===== src/rtl/l2_burst_responder.sv =====
// Responder side of the L1-to-L2 line interface: turns one cacheline read or
// write request into a BEATS x BEAT_WIDTH burst on the physical-memory port.
module l2_burst_responder #(
  parameter int BEATS       = 4,
  parameter int BEAT_WIDTH  = 64,
  parameter int OFFSET_BITS = 5
) (
  input  logic                          clk,
  input  logic                          rst,
  input  logic                          go_read,
  input  logic                          go_write,
  input  logic [31:0]                   go_address,
  input  logic [BEATS*BEAT_WIDTH-1:0]   go_wdata,
  output logic                          ret_resp,
  output logic [BEATS*BEAT_WIDTH-1:0]   ret_rdata,
  output logic [31:0]                   pmem_address_o,
  output logic                          pmem_read_o,
  output logic                          pmem_write_o,
  output logic [BEAT_WIDTH-1:0]         pmem_wdata_o,
  input  logic [BEAT_WIDTH-1:0]         pmem_rdata_i,
  input  logic                          pmem_resp_i
);

  localparam int LINE_WIDTH = BEATS * BEAT_WIDTH;
  localparam int CNT_WIDTH  = (BEATS > 1) ? $clog2(BEATS) : 1;

  typedef enum logic [1:0] {
    ST_IDLE,
    ST_RD,
    ST_WR,
    ST_DONE
  } state_t;

  state_t                 state;
  logic [CNT_WIDTH-1:0]   cnt;
  logic [LINE_WIDTH-1:0]  line_buf;
  logic [LINE_WIDTH-1:0]  next_line;
  logic                   last_beat;
  logic [31:0]            aligned_address;

  assign last_beat       = (cnt == CNT_WIDTH'(BEATS - 1));
  assign aligned_address = go_address & ~((32'd1 << OFFSET_BITS) - 32'd1);

  // Read line with the current beat merged in; becomes ret_rdata on the last beat.
  // NOTE: every signal written in always_comb gets a default first, so no path leaves it unassigned and no latch is inferred.
  always_comb begin
    next_line = line_buf;
    next_line[cnt*BEAT_WIDTH +: BEAT_WIDTH] = pmem_rdata_i;
  end

  // Write beats are taken live from go_wdata, selected by the beat counter.
  assign pmem_wdata_o = (state == ST_WR) ? go_wdata[cnt*BEAT_WIDTH +: BEAT_WIDTH]
                                         : '0;

  // NOTE: the line buffer is pure datapath with no reset; every read fills all beats before the line is published.
  always_ff @(posedge clk) begin
    if (state == ST_RD && pmem_resp_i) begin
      line_buf <= next_line;
    end
  end

  // NOTE: sequential state uses non-blocking assignments so all flops update from pre-edge values.
  always_ff @(posedge clk or negedge rst) begin
    if (!rst) begin
      state          <= ST_IDLE;
      cnt            <= '0;
      ret_resp       <= 1'b0;
      ret_rdata      <= '0;
      pmem_address_o <= '0;
      pmem_read_o    <= 1'b0;
      pmem_write_o   <= 1'b0;
    end else begin
      ret_resp <= 1'b0;
      unique case (state)
        ST_IDLE: begin
          // Read wins if both requests are raised together.
          if (go_read) begin
            state          <= ST_RD;
            pmem_read_o    <= 1'b1;
            pmem_address_o <= aligned_address;
            cnt            <= '0;
          end else if (go_write) begin
            state          <= ST_WR;
            pmem_write_o   <= 1'b1;
            pmem_address_o <= aligned_address;
            cnt            <= '0;
          end
        end
        ST_RD: begin
          if (pmem_resp_i) begin
            cnt <= cnt + 1'b1;
            if (last_beat) begin
              ret_rdata   <= next_line;
              pmem_read_o <= 1'b0;
              ret_resp    <= 1'b1;
              state       <= ST_DONE;
            end
          end
        end
        ST_WR: begin
          if (pmem_resp_i) begin
            cnt <= cnt + 1'b1;
            if (last_beat) begin
              pmem_write_o <= 1'b0;
              ret_resp     <= 1'b1;
              state        <= ST_DONE;
            end
          end
        end
        ST_DONE: begin
          state <= ST_IDLE;
        end
        default: begin
          state <= ST_IDLE;
        end
      endcase
    end
  end

endmodule

===== config.mk =====
export PLATFORM = sky130hd
export DESIGN_NAME = l2_burst_responder
export DESIGN_NICKNAME = d
export VERILOG_FILES = /design/src/rtl/l2_burst_responder.sv
export SDC_FILE = /design/constraint.sdc
export NUM_CORES = 1
export LEC_CHECK = 0
export ABC_CLOCK_PERIOD_IN_PS = 12000
export BUFFER_PORTS_ARGS = -buffer_cell sky130_fd_sc_hd__clkbuf_2
export CAP_MARGIN = 20
export CORE_AREA = 3 3 277 279
export CTS_CLUSTER_SIZE = 10
export DETAILED_ROUTE_END_ITERATION = 7
export DIE_AREA = 0 0 280 282
export HOLD_SLACK_MARGIN = 0.12
export PLACE_DENSITY = 0.62
export SETUP_SLACK_MARGIN = 0.05
export SYNTH_ARGS = -nofsm -noshare
export SYNTH_HDL_FRONTEND = slang
export SYNTH_SLANG_ARGS = --single-unit

===== constraint.sdc =====
create_clock -name clk -period 12 [get_ports clk]
set_input_delay 1.2 -clock clk [delete_from_list [all_inputs] [get_ports clk]]
set_output_delay 1.2 -clock clk [all_outputs]
set_load 0.05 [all_outputs]

======== After elaboration in Yosys (flattened, before gate mapping) ========
Cells that the tools add are included.
storage, ports and cells
  bits in registers ....................... 551
  memory bits (read-only) ................. 0
  bits of input ports ..................... 357
  output and inout port bits .............. 355
  logic and storage cells ................. 63
  bits in latches ......................... 0
  memories kept ........................... 0
  memory bits (writable) .................. 0
operators by class
  reduce and logical (&&, ||, !) cells .... 13
  mux-type cells .......................... 23
  bitwise operators ....................... 0
  equal/unequal tests ..................... 14
  multiply operators ...................... 0
  divide/modulo/power cells ............... 0
  add/subtract/negate cells ............... 2
  shift-type cells ........................ 3
  magnitude comparators ................... 0
operators with widths
  kind                                                                        number
  256-bit bitwise mux                                                         1
  64-bit by 34-bit variable shift with 256-bit output (first input constant)  1
  256-bit by 9-bit variable part select with 64-bit output                    1
  64-bit by 34-bit variable part select with 256-bit output                   1
  32-bit two-way mux                                                          2
  64-bit two-way mux                                                          1
  8-bit negation with 34-bit output                                           1
  2-bit two-way mux                                                           7
  2-bit != test (second input constant)                                       7
  3-bit AND reduction                                                         3
  1-bit two-way mux                                                           8
  2-bit nonzero test                                                          4
  2-bit == test (second input constant)                                       3
  2-bit one-hot mux with 3 select lines                                       1
  5-bit AND reduction                                                         1
  2-bit by 1-bit != test with 1-bit output (second input constant)            2
  1-bit one-hot mux with 2 select lines                                       2
  2-bit one-hot mux with 2 select lines                                       1
  4-bit AND reduction                                                         1
  3-bit != test (second input constant)                                       1
  2-bit by 1-bit adder with 2-bit output (second input constant)              1
  2-bit by 1-bit == test with 1-bit output (second input constant)            1
  2-bit logical NOT                                                           1
  2-bit AND reduction                                                         1
  2 further kinds                                                             2

======== Longest topological paths before layout ========
  depth in word-level cells ............... 4
  gate-level depth with buffers ........... 10
  depth with buffers taken out ............ 5

======== Least setup slack after synthesis ========
No wires, ideal clock.
  kind .................................... in2reg
  start point ............................. input port pmem_resp_i
  end point ............................... register line_buf[0], enable pin
  data arrival time ....................... 7.139 ns
  stages on the path ...................... 2
  path buffers ............................ 1
  data required time ...................... 11.351 ns
  path slack .............................. 4.212 ns
  library setup time ...................... 0.649 ns
  cells stage by stage .................... buf_4 -> and2_1
between the ends
  longest elaborated chain between the ends .. 1
ends and longest elaborated chain
  element               RTL line  source
  start, declared       21        input logic pmem_resp_i
  1-bit logical AND     57        if (state == ST_RD && pmem_resp_i) begin
  end signal, assigned  58        line_buf <= next_line;
  end, declared         36        logic [LINE_WIDTH-1:0] line_buf;
Every way passes these cells.
A chain may end at the register's enable or synchronous reset.

======== Final worst setup path ========
  start point ............................. register cnt[0]
  end point ............................... output port pmem_wdata_o[0]
between the ends
  longest elaborated chain between the ends .. 2
ends and longest elaborated chain
  element                                                   RTL line  source
  start, declared                                           35        logic [CNT_WIDTH-1:0] cnt;
  start signal, assigned                                    91        cnt <= cnt + 1'b1;
  start signal, assigned                                    102       cnt <= cnt + 1'b1;
  256-bit by 9-bit variable part select with 64-bit output  52        assign pmem_wdata_o = (state == ST_WR) ? go_wdata[cnt*BEAT_WIDTH +: BEAT_WIDTH]
  64-bit two-way mux                                        52
  end, declared                                             19        output logic [BEAT_WIDTH-1:0] pmem_wdata_o,
Every way passes these cells.

==> key figures <==
Outcome
  – Status: completed

Cells and area
  – Net count, final: ~3400
  – Number of fill cells: 7282
  – P&R area growth vs syn: 23.4%
  – Share of cells above drive strength 1: 0.300
  – Final Cell Area: 31500 sq um
  – Most frequent cells in the layout: clkbuf_2, nand2_1, dfrtp_1
  – Core Util, Final: 0.423
  – Commonest non-fill, non-tap cell in the layout: clkbuf_2

Yosys
  – Sequential area share after synthesis: 0.585
  – Synthesized-area fraction occupied by adder cells: 0.00490
  – Synth warn: 0
  – Post-Synth XOR/XNOR Area: 0
  – Unique masters post-synth: 41
  – Synth Area in Compound Gates: 0.151
  – Synthesized instance count: 2396
  – Netlist Area Pre-Place: 25500 sq um
  – Syn avg cell area: 10.7 sq um
  – Post-synth top area share: 0.301
  – Post-synthesis mux area share: 0.0692
  – Leading area contributor after synthesis: edfxtp_1
  – Main combinational cell family by area after synthesis: compound AO/OA/AOI/OAI gates
  – Synth Area in Simple Gates: 0.121
  – Synth area leaders: edfxtp_1, dfrtp_1, mux4_2
  – Post-synthesis register bit count: 546

Placed design
  – DP HPWL: ~64 mm
  – Port buffer count: 701
  – Gpl congestion: 0.912
  – Placed cell area: 29500 sq um
  – Place WS: around 7.4 ns

Die
  – Die H: 282 um
  – Die width: about 280 um
  – Io pins: about 710
  – Full die area: 79000 sq um
  – Initial Util: 0.343
  – Core area: 74400 sq um
  – Site row count: 100

Timing
  – Clk_skew: 0.0307 ns
  – Tightest Pin Transition: 1.07 ns
  – Max Clock Freq: roughly 0.21 GHz
  – Finish-stage setup viols: 0
  – Rel. slew slack: 0.285
  – Max Slew Vio Count: 0
  – Fin. Hold Viols: 0
  – Worst Slack Setup Final: 7.34 ns
  – Tmin final: 4.66 ns
  – Total Neg Setup Slack: 0 ns
  – Final period utilization: 0.389
  – RSZ-0062 raised after global routing: no

Clock network
  – Worst-Skew Late Latency: 0.60 ns
  – CTS hold repair buffers: 0
  – Root buf cell: clkbuf_16
  – H-tree Lvls: 3
  – Post-CTS setup-driven buffer insertion count: 0
  – CTS tree: done
  – Post_cts resized: 0
  – Clk slew on worst S/H paths: 0.05 ns
  – CTS Buf Count: 67
  – Clock tree buffer depth: 3
  – Sink Count: between 500 and 600

Global route
  – Vias in the first global route: between 20000 and 25000
  – GR Overflow Total: 0
  – GRT Util Overall: 0.225
  – First-pass GRT wire length: 132 mm
  – Initial antenna violation count: 8
  – Largest net degree at the start of global routing: 136

Worst setup path
  – CP Capture Type: output pin
  – Worst-path cell chain: buf_4 > mux4_2 > and2_1 > clkbuf_2
  – CP max stage cell: dfrtp_4
  – Worst Path Arrival: 3.46 ns
  – Crit Path Category: reg2out
  – CP peak stage delay: 0.99 ns
  – Critical Path Start Type: flip-flop
  – WP data required: 10.80 ns
  – Crit path max fanout: 48

Drt
  – DR WL/cell: 22.6 um
  – Via count: ~21000
  – Starting DRT DRC Count: 1621
  – Final ANT Viol Nets: 0
  – DRC Markers: 0
  – Vias per cell: slightly above 5
  – Total wire length: 91.6 mm
  – First-pass DRT Iterations: 5

Power and ir drop
  – Cell area power density: 264 nW/um^2
  – Leakage power: 0.0144 uW
  – Peak supply drop: 353 uV

Run
  – Total of max-cap violations: 0

Min path
  – Hold crit path type: reg2reg
==> final cells by class <==
cell class | count | area (sq um) | area share
Sequential cell | 546 | 15000 | 0.475
Multi-Input combinational cell | 1484 | 8910 | 0.283
Timing Repair Buffer | 723 | 3700 | 0.117
Clock buffer | 105 | 1850 | 0.0587
Tap cell | 969 | 1210 | 0.0385
Inverter | 200 | 751 | 0.0238
Clock inverter | 11 | 108 | 0.00342
Antenna cell | 6 | 15.0 | 0.000477
==> synth_stat cells <==
cell type  count
a21bo_2        1
a21oi_1      194
a22o_1         1
a31oi_1       64
a32oi_1        1
and2_1        65
and3_1         2
and4b_1        1
and4bb_1       1
and4bb_2       1
buf_12         1
buf_2         61
buf_4         23
buf_6         25
clkbuf_1      60
conb_1         1
dfrtp_1      290
edfxtp_1     256
ha_1          10
inv_1        199
inv_2          1
mux2_2        27
mux2i_1        2
mux4_2        64
nand2_1      322
nand2b_1       2
nand3_1       56
nand3_2       10
nand4b_1       1
nor2_1       257
nor2b_1        1
nor3_1         2
nor3b_1        1
nor4b_4        1
nor4bb_1       1
o211ai_1       1
o21a_1       192
o21ai_0      195
o21ai_2        1
o22ai_1        1
o2bb2ai_1      1
==> worst max-delay path, delay by kind of cell, from the launching register on <==
family	cells	cell delay [ns]
buffers and inverters	2	0.90
DFF	1	0.99
muxes	1	0.70
and+or+nand+nor	1	0.22
==> kinds of logic after synthesis <==
logic type,Yosys count
and+or+nand+nor,724
adders and majority gates,10
AOI/OAI and AO/OA,652
other,1
DFF,546
buffers and inverters,370
muxes,93
==> final timing paths <==
path | from | end | slack (ns) | cells after the start
worst max-delay path | cnt[0]$_DFFE_PN0P_ | pmem_wdata_o[0] | 7.34 | 4
worst min-delay path | pmem_address_o[21]$_DFFE_PN0P_ | pmem_address_o[21]$_DFFE_PN0P_ | 0.50 | 1
worst max register to register | cnt[1]$_DFFE_PN0P_ | ret_rdata[18]$_DFFE_PN0P_ | 7.44 | 6
worst min register to register | pmem_address_o[21]$_DFFE_PN0P_ | pmem_address_o[21]$_DFFE_PN0P_ | 0.50 | 1
max in group asynchronous | rst | pmem_address_o[13]$_DFFE_PN0P_ | 9.06 | 3
min in group asynchronous | rst | ret_rdata[231]$_DFFE_PN0P_ | 0.63 | 1
==> report_power, final <==
| group | internal (uW) | switching [uW] |
|---|---|---|
| clock | 1060 | 796 |
| combinational | 868 | 2790 |
| sequential | 2520 | 271 |
| total | 4460 | 3860 |
==> metal layers <==
| metal | wire length, um | global-route usage | up-vias | part of all wire |
|---|---|---|---|---|
| met3 | 5830 | 0.0437 | 192 | 0.064 |
| met4 | 5920 | 0.133 | 2 | 0.065 |
| met2 | 44800 | 0.377 | 811 | 0.49 |
| met1 | 35000 | 0.271 | 10222 | 0.38 |
| met5 | 14 | 0 | - | 0.00015 |
| li1 | - | - | 9532 | - |
==> registers in the layout, summed over array words and instances (netlist names) <==
register and cells:
line_buf 256, ret_rdata 256, pmem_address_o 27, cnt 2, state 2, pmem_read_o 1, pmem_write_o 1, ret_resp 1
==> per-stage QoR <==
stage          cells  hold WS [ns]  total power, uW
2_1_floorplan   2400         0.511             5380
3_3_place_gp    3922         0.490             6490
3_5_place_dp    3922         0.494             6530
4_1_cts         4038         0.507             8420
5_1_grt         4044         0.518             8710
6_report        4044         0.505             8320
Note: power is estimated with default switching activity, not from simulation.
